File: src/rtl/cf_record_packer.sv
// Control-flow record packer: classifies retiring MIPS instructions, builds
// {meta, instr} records and queues them in a first-word-fall-through FIFO.
module cf_record_packer #(
    parameter int DEPTH = 4,
    parameter int CNT_W = 32
) (
    input  logic             clk,
    input  logic             rst_n,
    input  logic             in_valid,
    output logic             in_ready,
    input  logic [31:0]      in_instr,
    input  logic [31:0]      in_next_pc,
    output logic             out_valid,
    input  logic             out_ready,
    output logic [63:0]      out_rec,
    output logic             full,
    output logic [CNT_W-1:0] cf_cnt,
    output logic             zero_tgt_err
);

    localparam int AW = $clog2(DEPTH);
    localparam logic [AW:0] FULL_CNT = (AW+1)'(DEPTH);

    logic [63:0]      mem_q [DEPTH];
    logic [AW-1:0]    wr_ptr_q, wr_ptr_d;
    logic [AW-1:0]    rd_ptr_q, rd_ptr_d;
    logic [AW:0]      count_q, count_d;
    logic [CNT_W-1:0] cf_cnt_q, cf_cnt_d;
    logic             zero_tgt_q, zero_tgt_d;

    logic [5:0]       op, funct;
    logic [4:0]       rt;
    logic             is_cf;
    logic [63:0]      rec;
    logic             acc, pop;

    // Decode control-flow opcodes and build the record for the current instruction.
    always_comb begin
        op    = in_instr[31:26];
        rt    = in_instr[20:16];
        funct = in_instr[5:0];
        is_cf = 1'b0;
        if (op >= 6'd2 && op <= 6'd7) begin
            is_cf = 1'b1;
        end else if (op == 6'd0 && (funct == 6'd8 || funct == 6'd9)) begin
            is_cf = 1'b1;
        end else if (op == 6'd1 &&
                     (rt == 5'd0 || rt == 5'd1 || rt == 5'd16 || rt == 5'd17)) begin
            is_cf = 1'b1;
        end
        rec = {is_cf ? in_next_pc : 32'h0, in_instr};
    end

    assign full      = (count_q == FULL_CNT);
    assign in_ready  = ~full;
    assign out_valid = (count_q != '0);
    assign out_rec   = out_valid ? mem_q[rd_ptr_q] : 64'h0;
    assign cf_cnt    = cf_cnt_q;
    assign zero_tgt_err = zero_tgt_q;

    assign acc = in_valid & in_ready;
    assign pop = out_valid & out_ready;

    // Next-state for pointers, occupancy, counter and sticky error flag.
    always_comb begin
        wr_ptr_d   = wr_ptr_q;
        rd_ptr_d   = rd_ptr_q;
        count_d    = count_q;
        cf_cnt_d   = cf_cnt_q;
        zero_tgt_d = zero_tgt_q;
        if (acc) begin
            wr_ptr_d = wr_ptr_q + AW'(1);
        end
        if (pop) begin
            rd_ptr_d = rd_ptr_q + AW'(1);
        end
        if (acc && !pop) begin
            count_d = count_q + (AW+1)'(1);
        end else if (pop && !acc) begin
            count_d = count_q - (AW+1)'(1);
        end
        if (acc && is_cf) begin
            if (cf_cnt_q != '1) begin
                cf_cnt_d = cf_cnt_q + CNT_W'(1);
            end
            if (in_next_pc == 32'h0) begin
                zero_tgt_d = 1'b1;
            end
        end
    end

    // Control registers with synchronous active-low reset.
    always_ff @(posedge clk) begin
        if (!rst_n) begin
            wr_ptr_q   <= '0;
            rd_ptr_q   <= '0;
            count_q    <= '0;
            cf_cnt_q   <= '0;
            zero_tgt_q <= 1'b0;
        end else begin
            wr_ptr_q   <= wr_ptr_d;
            rd_ptr_q   <= rd_ptr_d;
            count_q    <= count_d;
            cf_cnt_q   <= cf_cnt_d;
            zero_tgt_q <= zero_tgt_d;
        end
    end

    // Record storage; contents are don't-care until written, so no reset.
    always_ff @(posedge clk) begin
        if (rst_n && acc) begin
            mem_q[wr_ptr_q] <= rec;
        end
    end

endmodule

File: config.mk
export PLATFORM = sky130hd
export DESIGN_NAME = cf_record_packer
export DESIGN_NICKNAME = d
export VERILOG_FILES = /design/src/rtl/cf_record_packer.sv
export SDC_FILE = /design/constraint.sdc
export NUM_CORES = 1
export LEC_CHECK = 0
export BUFFER_PORTS_ARGS = -buffer_cell sky130_fd_sc_hd__buf_2
export CORE_ASPECT_RATIO = 0.7
export CORE_MARGIN = 1
export CORE_UTILIZATION = 40
export CTS_BUF_LIST = sky130_fd_sc_hd__clkbuf_4
export CTS_CLUSTER_SIZE = 12
export DETAILED_ROUTE_END_ITERATION = 8
export MAX_ROUTING_LAYER = met4
export PLACE_DENSITY = 0.7
export SETUP_SLACK_MARGIN = 0.1
export SLEW_MARGIN = 10
export SYNTH_ARGS = -nofsm -noshare
export SYNTH_HDL_FRONTEND = slang
export SYNTH_SLANG_ARGS = --single-unit
File: constraint.sdc
create_clock -name clk -period 4.31 [get_ports clk]
set_input_delay 1.293 -clock clk [delete_from_list [all_inputs] [get_ports clk]]
set_output_delay 1.293 -clock clk [all_outputs]
set_load 0.01 [all_outputs]
* Yosys cells after proc, flatten, opt, wreduce, memory -nomap -nowiden
Memory sizes are Yosys's and may differ from the RTL's. A register that Yosys moved wholly into a read port is not among the register bits.
Index checks and enable logic that the tools add are counted.
** Word-level totals
- Register bits :: 40
- Bits in writable memories :: 256
- Input port bits :: 68
- Output and inout port bits :: 100
- Word-level logic and storage cells :: 55
- Memories kept :: 1
** Operators by class
- Add/sub/neg operators :: 5
- Order comparisons :: 2
- Equality and inequality tests :: 8
- Muxes and demuxes :: 11
- Bitwise operators :: 3
- Reductions and logical operators :: 20
** Memories
- mem_q :: words 4, width 64, read ports 1, clocked after Yosys merged registers in 1, write ports 1, RTL line 24 : logic [63:0] mem_q [DEPTH];
** Operator list (count)
- $mux W64 :: 1
- $add A32 B1 Y32 const B :: 1
- $logic_not A32 Y1 :: 1
- $mux W32 :: 1
- $ne A32 B32 Y1 const B :: 1
- $eq A6 B4 Y1 const B :: 2
- $eq A5 B5 Y1 const B :: 2
- $logic_and A1 B1 Y1 :: 7
- $eq A6 B1 Y1 const B :: 1
- $ge A6 B2 Y1 const B :: 1
- $le A6 B3 Y1 const B :: 1
- $logic_not A6 Y1 :: 1
- $mux W3 :: 2
- $eq A5 B1 Y1 const B :: 1
- $logic_not A5 Y1 :: 1
- $mux W1 :: 5
- $add A2 B1 Y2 const B :: 2
- $logic_or A1 B1 Y1 :: 4
- $mux W2 :: 2
- $reduce_and A2 Y1 :: 2
- $add A3 B1 Y3 const B :: 1
- $eq A3 B3 Y1 const B :: 1
- $reduce_bool A3 Y1 :: 1
- $sub A3 B1 Y3 const B :: 1
- 4 further kinds :: 6

* Depth between registers and ports, before layout
Gate-level depths: netlist of run 1.
- Depth in word-level cells :: 10
- Gate-level depth with buffers :: 11
- Depth with buffers taken out :: 10

* Least setup slack after synthesis of run 1
No wires, ideal clock.
- Path kind :: in2reg
- Start :: input port in_valid
- End :: memory mem_q[1][0] (enable)
- Setup time :: 429 ps
- Arrival :: 3223 ps
- Data required time :: 3881 ps
- Path slack :: 658 ps
- Stages on the path :: 3
- Path buffers :: 1
- Cells stage by stage :: nor2b_1 -> clkbuf_1 -> and3_1
** On the way
- Cells in the longest elaborated chain, start to end :: 4
** RTL lines
- start, declared :: RTL line 9 : input logic in_valid,
- $and A1 B1 Y1 :: RTL line 61 : assign acc = in_valid & in_ready;
- via acc :: RTL line 35 : logic acc, pop;
- $logic_and A1 B1 Y1 :: RTL line 111 : if (rst_n && acc) begin
- $mux W1 :: RTL line 111
- $mux W1 (not written as such) :: RTL line 112 : mem_q[wr_ptr_q] <= rec;
- end, declared :: RTL line 24
The timed path passes the listed nets, and every way through them passes these cells.

* Final worst setup path of run 1
- Start :: register count_q[2]
- End :: output port out_rec[53]
** On the way
- Cells in the longest elaborated chain, start to end :: 2
** RTL lines
- start, declared :: RTL line 27 : logic [AW:0] count_q, count_d;
- start signal, assigned :: RTL line 103 : count_q <= count_d;
- $reduce_bool A3 Y1 :: RTL line 56 : assign out_valid = (count_q != '0);
- $mux W64 :: RTL line 57 : assign out_rec = out_valid ? mem_q[rd_ptr_q] : 64'h0;
- end, declared :: RTL line 15 : output logic [63:0] out_rec,
Every way passes these cells.

==> results of run 1 <==
[critical path, delay by kind of cell (launching register included)]
kind                   cells  cell delay, ns
buffers and inverters      2            0.52
AND/OR/NAND/NOR            2            1.05
flip-flops                 1            0.32
[metal layers]
layer / GRT usage / up-vias
li1: - / 3334
met1: 0.2420 / 3652
met2: 0.2733 / 236
met3: 0.04993 / 34
met4: 0.06014 / 0
met5: - / -
[cell families after synthesis]
logic type      synth area share
mux                       0.1241
flops                     0.7002
simple gates              0.1178
xor+xnor                0.003595
fa+ha+maj               0.007808
buf+inv                  0.01592
compound gates           0.03051
[sequential cells by signal, summed over array words and instances (netlist names), named ones only]
name	flops
wr_ptr_q	2
mem_q	256
rd_ptr_q	2
count_q	3
zero_tgt_err	1
cf_cnt	32
[layout by cell type, fill, tap and decap left out, types with 4 or more instances in the layout]
master / synthesis / layout
edfxtp_1: 256 / 256
buf_2: 11 / 167
clkbuf_4: 0 / 108
and2_1: 96 / 96
mux4_2: 64 / 64
dfxtp_1: 42 / 40
a21oi_1: 24 / 24
nand2_1: 18 / 18
clkinv_1: 0 / 18
nor2_1: 15 / 15
nand3_1: 15 / 15
nor4_1: 14 / 14
or4_1: 13 / 13
or3_1: 13 / 12
o31ai_1: 12 / 12
nand4_1: 10 / 10
o21ai_0: 10 / 10
inv_1: 8 / 8
buf_12: 0 / 8
mux2i_1: 7 / 7
nor3_1: 6 / 6
ha_1: 6 / 6
nand2b_1: 5 / 5
diode_2: 0 / 4
and3_4: 0 / 4
and3_1: 8 / 4
xor2_1: 4 / 4
[power groups by stage]
stage / Clock, mW / Combinational (mW) / Sequential (mW)
3_5_place_dp: 0 / 1.85 / 3.49
2_1_floorplan: 0 / 1.22 / 3.40
5_1_grt: 2.51 / 1.98 / 3.44
4_1_cts: 2.38 / 1.86 / 3.43
6_report: 2.29 / 1.81 / 3.42
3_3_place_gp: 0 / 1.84 / 3.48
[through the flow]
| step | setup WS, ns | cells |
|---|---|---|
| after floorplan | 0.6580 | 716 |
| after global placement | 0.9014 | 1268 |
| after detailed placement | 0.8014 | 1268 |
| after CTS | 0.2906 | 1403 |
| after global routing | 0.2295 | 1406 |
| final | 0.4145 | 1407 |
[final cells by class]
type                    count  area share
diodes                      4   0.0006898
well taps                 412     0.03552
clock buffers             108     0.05587
inverters                   8    0.002069
flip-flops and latches    298      0.5882
repair buffers            177     0.06967
multi-input cells         373      0.2399
clock inverters            27    0.008105
[worst paths after layout]
path,depth (start not counted),to,slack (ns),startpoint
setup reg to reg,8,count_q[2]$_SDFFE_PN0P_,1.52,count_q[2]$_SDFFE_PN0P_
setup / recovery,4,out_rec[53],0.41,count_q[2]$_SDFFE_PN0P_
hold / removal,2,cf_cnt[8]$_SDFFE_PN0P_,0.49,cf_cnt[8]$_SDFFE_PN0P_
hold reg to reg,2,cf_cnt[8]$_SDFFE_PN0P_,0.49,cf_cnt[8]$_SDFFE_PN0P_
==> impl_metrics.tcl, run 1 <==
set metrics [dict create \
    p_int_mw 5.353 \
    antenna_found_initial 4 \
    drc 0 \
    ys_types 48 \
    ant_nets 0 \
    finalMaxSlewViolations 0 \
    ir_worst_vdd_v 0.0001942 \
    dpl_cell_area_um2 13570 \
    fmax_ghz 0.2567 \
    synth.net_count 791 \
    tritoncts "yes" \
    tightest_slew_ns 1.079 \
    gp_congestion 0.7997 \
    yosys_warnings 0 \
    fin_crit_sh 0.9038 \
    port_buffers 167 \
    max_slew_margin 0.2799 \
    cts.clk_slew.worst_paths_ns 0.06 \
    clock-sinks 298 \
    synth.ff_latch_count 298 \
    synth_edf_count 256 \
    outcome "completed" \
    powerDensity_nw_per_um2 518.1 \
    dr_wl_met2_um 12660 \
    yosysMostFrequentCell "edfxtp_1" \
    cpPeakStageDelay_ns 0.87 \
    vias_per_cell 5.157 \
    netlist_top_cells_area "edfxtp_1 63%, mux4_2 12%, dfxtp_1 6.9%, and2_1 4.9%, a21oi_1 0.99%" \
    min_path_type "reg2reg" \
    cp_max_fo 47 \
    hold_viol 0 \
    wl_met1_um 12170 \
    drt_wl_total_um 26980 \
    pwr-share-seq 0.455 \
    route.met3.wl_um 1787 \
    synth.largest_area_cell "edfxtp_1" \
    setup_viol 0 \
    critPathLaunchType "register" \
    synth_async_sr_flop_share 0 \
    dr.pass1.iters 5 \
    grt-ovfl-total 0 \
    holdWs_ns 0.4944 \
    cts.repair.resized 0 \
    p_sw_mw 2.165 \
    root_buffer "clkbuf_4" \
    synth_ff_type "edfxtp_1" \
    synthCells 716 \
    fin_area_um2 14510 \
    grt_pass1_vias 7363 \
    die_x_um 210.6 \
    crit_arrival_ns 2.60 \
    clk_path_buf_depth 3 \
    syn_area_per_cell_um2 17.01 \
    drv_cap 0 \
    yosysSeqAreaShare 0.7002 \
    ios 168 \
    rsz0062_at_grt "no" \
    yosys-top-cells-count "256 x edfxtp_1, 96 x and2_1, 64 x mux4_2" \
    fin_nets 1009 \
    utilization 0.4841 \
    switching_share 0.2880 \
    post_drt_wl_per_cell_um 19.18 \
    drt_iter0_drc 465 \
    dpl.hpwl_um 16620 \
    cp-end-kind "output port" \
    multi_input_area_um2 3481 \
    htreeDepth 3 \
    num-fill-cells 2624 \
    grt_max_degree 48 \
    p_comb_frac 0.241 \
    cts-hold-fix-buffers 0 \
    core_um2 29970 \
    p_leak_nw 5.107 \
    finClkSkew_ns 0.05165 \
    synth_top_cell_area_share 0.6312 \
    grt_pass1_wl_um 41540 \
    crit_chain "or3_2, buf_4, and2_1, buf_2" \
    cts_buffers 76 \
    clock_power_share 0.304 \
    start_util 0.4063 \
    seq_area_um2 8536 \
    clock_latency_ns 0.70 \
    critPathKind "reg2out" \
    cts_setup_buffers 0 \
    fp.dieH_um 148.0 \
    die_area_um2 31160 \
    grt_use_total 0.1827 \
    drive_gt1_frac 0.3824 \
    cp.required_ns 3.02 \
    syn-cell-area_um2 12180 \
    maxUsedRoutingLayer "met4" \
    rows 53 \
    critPathSlowestCell "or3_2" \
    fin_crit_ns 3.896 \
    num_vias 7256 \
    syn_to_final_growth_pct 19.15 \
    tns_ns 0 \
    total_power_mw 7.518 \
]
No activity file was read; power rests on OpenSTA's default activity.
==> run 2, diff against run 1 <==
- CORE_UTILIZATION: 40 -> 30
- PLACE_DENSITY: 0.7 -> 0.58
==> run 2 against run 1 <==
Compared with the run above:
- clock power up 4%
- highest routed layer unchanged
- sequential power about the same
- power up 1.3%
==> impl_metrics.tcl, run 2 (synthesis gave the netlist of run 1 again) <==
set metrics [dict create \
    cts.clk_slew.worst_paths_ns 0.07 \
    tritoncts "yes" \
    vias_per_cell 4.769 \
    utilization 0.3684 \
    hold_viol 0 \
    grt_pass1_vias 7329 \
    final_common_cell "edfxtp_1" \
    largest_register_ffs 256 \
    drive_gt1_frac 0.3866 \
    ir_worst_vdd_v 0.0002147 \
    port_buffers 167 \
    outcome "completed" \
    r2r_start "count_q[0]$_SDFFE_PN0P_" \
    cp-end-kind "output port" \
    finClkSkew_ns 0.04663 \
    grt_pass1_wl_um 42530 \
    post_drt_wl_per_cell_um 18.39 \
    grt_max_degree 65 \
    crit_arrival_ns 2.65 \
    max_slew_margin 0.2934 \
    finalMaxSlewViolations 0 \
    final_cell_mix "256 x edfxtp_1, 167 x buf_2, 105 x clkbuf_4" \
    htreeDepth 3 \
    crit_start "count_q[0]$_SDFFE_PN0P_" \
    dpl.hpwl_um 17160 \
    drt_iter0_drc 354 \
    endpoint "out_rec[23]" \
    die_x_um 242.8 \
    drc 0 \
    grt_use_total 0.1409 \
    grt-ovfl-total 0 \
    tns_ns 0 \
    fin_cells 1519 \
    antenna_found_initial 2 \
    fp.dieH_um 170.6 \
    crit_chain "or3_2, buf_4, and2_1, buf_2" \
    root_buffer "clkbuf_4" \
    tightest_slew_ns 1.059 \
    critPathKind "reg2out" \
    dr_wl_met2_um 13260 \
    dp.cells 1396 \
    core_um2 39840 \
    min_path_type "reg2reg" \
    critPathLaunchType "register" \
    fmax_ghz 0.2538 \
    num-fill-cells 3814 \
    powerDensity_nw_per_um2 518.8 \
    wl_met1_um 12650 \
    dr.pass1.iters 5 \
    holdWs_ns 0.4955 \
    route.met3.wl_um 1457 \
    cp_max_fo 44 \
    top_register "mem_q" \
    maxUsedRoutingLayer "met4" \
    gp_congestion 0.7950 \
    fin_nets 1014 \
    die_area_um2 41420 \
    start_util 0.3057 \
    cts_buffers 76 \
    fin_crit_sh 0.9140 \
    ant_nets 0 \
    fin_area_um2 14680 \
    p_leak_nw 5.122 \
    syn_to_final_growth_pct 20.53 \
    cpPeakStageDelay_ns 0.88 \
    clock_latency_ns 0.74 \
    seq_area_um2 8536 \
    r2r_end "count_q[2]$_SDFFE_PN0P_" \
    num_vias 7244 \
    setup_viol 0 \
    cts_setup_buffers 0 \
    cts-hold-fix-buffers 0 \
    clk_path_buf_depth 3 \
    multi_input_area_um2 3481 \
    worst-r2r-setup-slack_ns 1.47 \
    ios 168 \
    rsz0062_at_grt "no" \
    cts.repair.resized 0 \
    rows 61 \
    dpl_cell_area_um2 13750 \
    critPathSlowestCell "or3_2" \
    drt_wl_total_um 27930 \
    clock-sinks 298 \
    drv_cap 0 \
    cp.required_ns 3.02 \
    fin_crit_ns 3.939 \
    r2r.worst_path.cells 8 \
]
-- run 2: layer usage --
metal	vias to the layer above	GRT usage
li1	3319	-
met1	3672	0.1820
met2	205	0.2125
met3	48	0.03718
met4	0	0.05387
met5	-	-
-- run 2: final cells by class --
type	count	share of cell area
Clock buffer	105	0.05370
Clock inverter	17	0.009291
Sequential cell	298	0.5815
Multi-Input combinational cell	373	0.2371
Inverter	8	0.002046
Timing Repair Buffer	182	0.07058
Tap cell	535	0.04560
Antenna cell	1	0.0001705
-- run 2: worst max-delay path, delay by kind of cell (launching register included) --
kind | cells | cell delay, ns
DFF | 1 | 0.36
buffers and inverters | 2 | 0.51
and+or+nand+nor | 2 | 1.05
-- run 2: per-stage QoR --
stage | power [mW] | setup slack, ns
floorplan | 4.620 | 0.6580
global placement | 5.352 | 0.8303
detailed placement | 5.364 | 0.7855
CTS | 7.800 | 0.1837
global route | 8.068 | 0.1347
finish | 7.616 | 0.3706
-- run 2: worst min path at each step --
stage                                  startpoint                       to  slack [ns]  cells after the start
final                     cf_cnt[12]$_SDFFE_PN0P_  cf_cnt[12]$_SDFFE_PN0P_        0.50                      2
after global routing      cf_cnt[13]$_SDFFE_PN0P_  cf_cnt[13]$_SDFFE_PN0P_        0.51                      2
after CTS                 cf_cnt[13]$_SDFFE_PN0P_  cf_cnt[13]$_SDFFE_PN0P_        0.50                      2
after detailed placement  cf_cnt[13]$_SDFFE_PN0P_  cf_cnt[13]$_SDFFE_PN0P_        0.48                      2
after global placement    cf_cnt[13]$_SDFFE_PN0P_  cf_cnt[13]$_SDFFE_PN0P_        0.48                      2
after floorplan           count_q[2]$_SDFFE_PN0P_  count_q[2]$_SDFFE_PN0P_        0.47                      2
-- run 2: power breakdown --
group          leakage (nW)  internal [mW]  total (mW)  switching (mW)
Clock                 0.547           1.24        2.38            1.14
Combinational          1.86          0.902        1.81           0.907
Sequential             2.72           3.30        3.43           0.128
==> run 3, diff against run 2 <==
- REMOVE_ABC_BUFFERS: unset -> 1
==> run 3 against run 2 <==
Compared with the run above:
- die area stayed put
- maximum frequency up 1.9%
- routed wire length up 4.3%
- count of clock-buffer cells in the layout rose by 8
- combinational power is essentially flat
- core utilization grew 0.11 points
- via count grew 0.19%
- cell count up 0.92%
- non-clock buffer count increased by 2
- largest cell class unchanged
- sequential share of layout area is 0.17 points lower
==> impl_metrics.tcl, run 3 (synthesis gave the netlist of run 1 again) <==
set metrics [dict create \
    num-fill-cells 3829 \
    rows 61 \
    ios 168 \
    drt_iter0_drc 383 \
    holdWs_ns 0.4689 \
    cts_setup_buffers 0 \
    r2r.worst_path.cells 9 \
    setup_slack_ns 0.4452 \
    crit_chain "buf_12, mux4_2, and2_1, buf_2" \
    drv_cap 0 \
    seq_area_um2 8536 \
    grt_pass1_vias 7391 \
    port_buffers 167 \
    grt_pass1_wl_um 43500 \
    drt_wl_total_um 29140 \
    dr.pass1.iters 4 \
    clock-sinks 298 \
    cts-hold-fix-buffers 0 \
    core_um2 39840 \
    final_common_cell "edfxtp_1" \
    drc 0 \
    crit_arrival_ns 2.57 \
    dp_slack_ns 0.8683 \
    post_drt_wl_per_cell_um 19.01 \
    fmax_ghz 0.2587 \
    htreeDepth 3 \
    cts_buffers 76 \
    vias_per_cell 4.735 \
    gp_congestion 0.7979 \
    largest_register_ffs 256 \
    ant_nets 0 \
    syn_to_final_growth_pct 20.88 \
    cp.depth 4 \
    rsz0062_at_grt "no" \
    fp.dieH_um 170.6 \
    critPathKind "reg2out" \
    num_vias 7258 \
    grt-ovfl-total 0 \
    multi_input_area_um2 3481 \
    die_area_um2 41420 \
    critPathLaunchType "register" \
    total_power_mw 7.650 \
    fin_crit_sh 0.8967 \
    root_buffer "clkbuf_4" \
    tns_ns 0 \
    cpPeakStageDelay_ns 0.66 \
    cp.buffers_inverters 2 \
    top_register "mem_q" \
    final_cell_mix "256 x edfxtp_1, 167 x buf_2, 113 x clkbuf_4" \
    setup_viol 0 \
    critical_path.top_delay_family "flip-flops" \
    grt_max_degree 68 \
    critPathSlowestCell "dfxtp_4" \
    drive_gt1_frac 0.3917 \
    fin_nets 1016 \
    die_x_um 242.8 \
    clk_path_buf_depth 3 \
    ir_worst_vdd_v 0.0002901 \
    finClkSkew_ns 0.04416 \
    fin_crit_ns 3.865 \
    clock_latency_ns 0.72 \
    finalMaxSlewViolations 0 \
    min_path_type "reg2reg" \
    tritoncts "yes" \
    grt_use_total 0.1454 \
    cts.clk_slew.worst_paths_ns 0.07 \
    antenna_found_initial 5 \
    dpl.hpwl_um 18070 \
    outcome "completed" \
    cp_max_fo 26 \
    hold_viol 0 \
    p_leak_nw 5.153 \
    max_slew_margin 0.3926 \
    tightest_slew_ns 0.9101 \
    powerDensity_nw_per_um2 519.6 \
    cp.required_ns 3.02 \
    utilization 0.3695 \
    min_path_cells 1 \
    cp-end-kind "output port" \
    cts.repair.resized 0 \
    start_util 0.3057 \
]
run 3: changes by cell type in the layout (fill, tap and decap cells not counted):
cell / previous run / this run
buf_12: 7 / 6
buf_4: 8 / 11
bufinv_16: 2 / 1
clkbuf_4: 105 / 113
clkinv_1: 9 / 10
clkinv_2: 1 / 2
clkinv_4: 1 / 2
diode_2: 1 / 5
inv_6: 2 / 0
run 3: layout make-up:
type | count | share of cell area
antenna | 5 | 0.0008499
clock buffer | 113 | 0.05762
clock inverter | 17 | 0.007224
inverter | 8 | 0.002040
multi-input combinational | 373 | 0.2364
sequential | 298 | 0.5798
tap | 535 | 0.04547
timing repair buffer | 184 | 0.07054
run 3: worst paths after layout:
check | slack, ns | startpoint | endpoint
setup / recovery | 0.45 | register | out_rec[54]
hold / removal | 0.47 | zero_tgt_err$_SDFFE_PN0P_ | zero_tgt_err$_SDFFE_PN0P_
hold reg to reg | 0.47 | zero_tgt_err$_SDFFE_PN0P_ | zero_tgt_err$_SDFFE_PN0P_
setup reg to reg | 1.61 | count_q[2]$_SDFFE_PN0P_ | count_q[2]$_SDFFE_PN0P_
run 3: per-layer routing:
metal | wire length [um] | GRT usage | up-vias
met5 | 0 | - | -
met4 | 743 | 0.05824 | 0
met3 | 1815 | 0.04439 | 61
met2 | 13160 | 0.2135 | 210
met1 | 13420 | 0.1878 | 3640
li1 | - | - | 3347
run 3: power by group:
part | total [mW] | internal, mW | switching [mW]
Combinational | 1.82 | 0.892 | 0.928
Sequential | 3.43 | 3.30 | 0.131
Clock | 2.40 | 1.26 | 1.14
Total | 7.65 | 5.45 | 2.20
run 3: worst reg2reg max path, stage by stage, from the launching register on:
cell,delay (ns)
dfxtp_1,0.33
or3_2,0.47
buf_4,0.37
nand2_1,0.22
ha_1,0.20
inv_1,0.06
fa_1,0.37
xor2_1,0.15
or3_1,0.30
a21oi_1,0.14
run 3: metrics by stage:
step | instances | area (um2)
after global placement | 1398 | 13750
after global routing | 1533 | 14720
final | 1533 | 14720
after floorplan | 679 | 12020
after detailed placement | 1398 | 13750
after CTS | 1528 | 14710
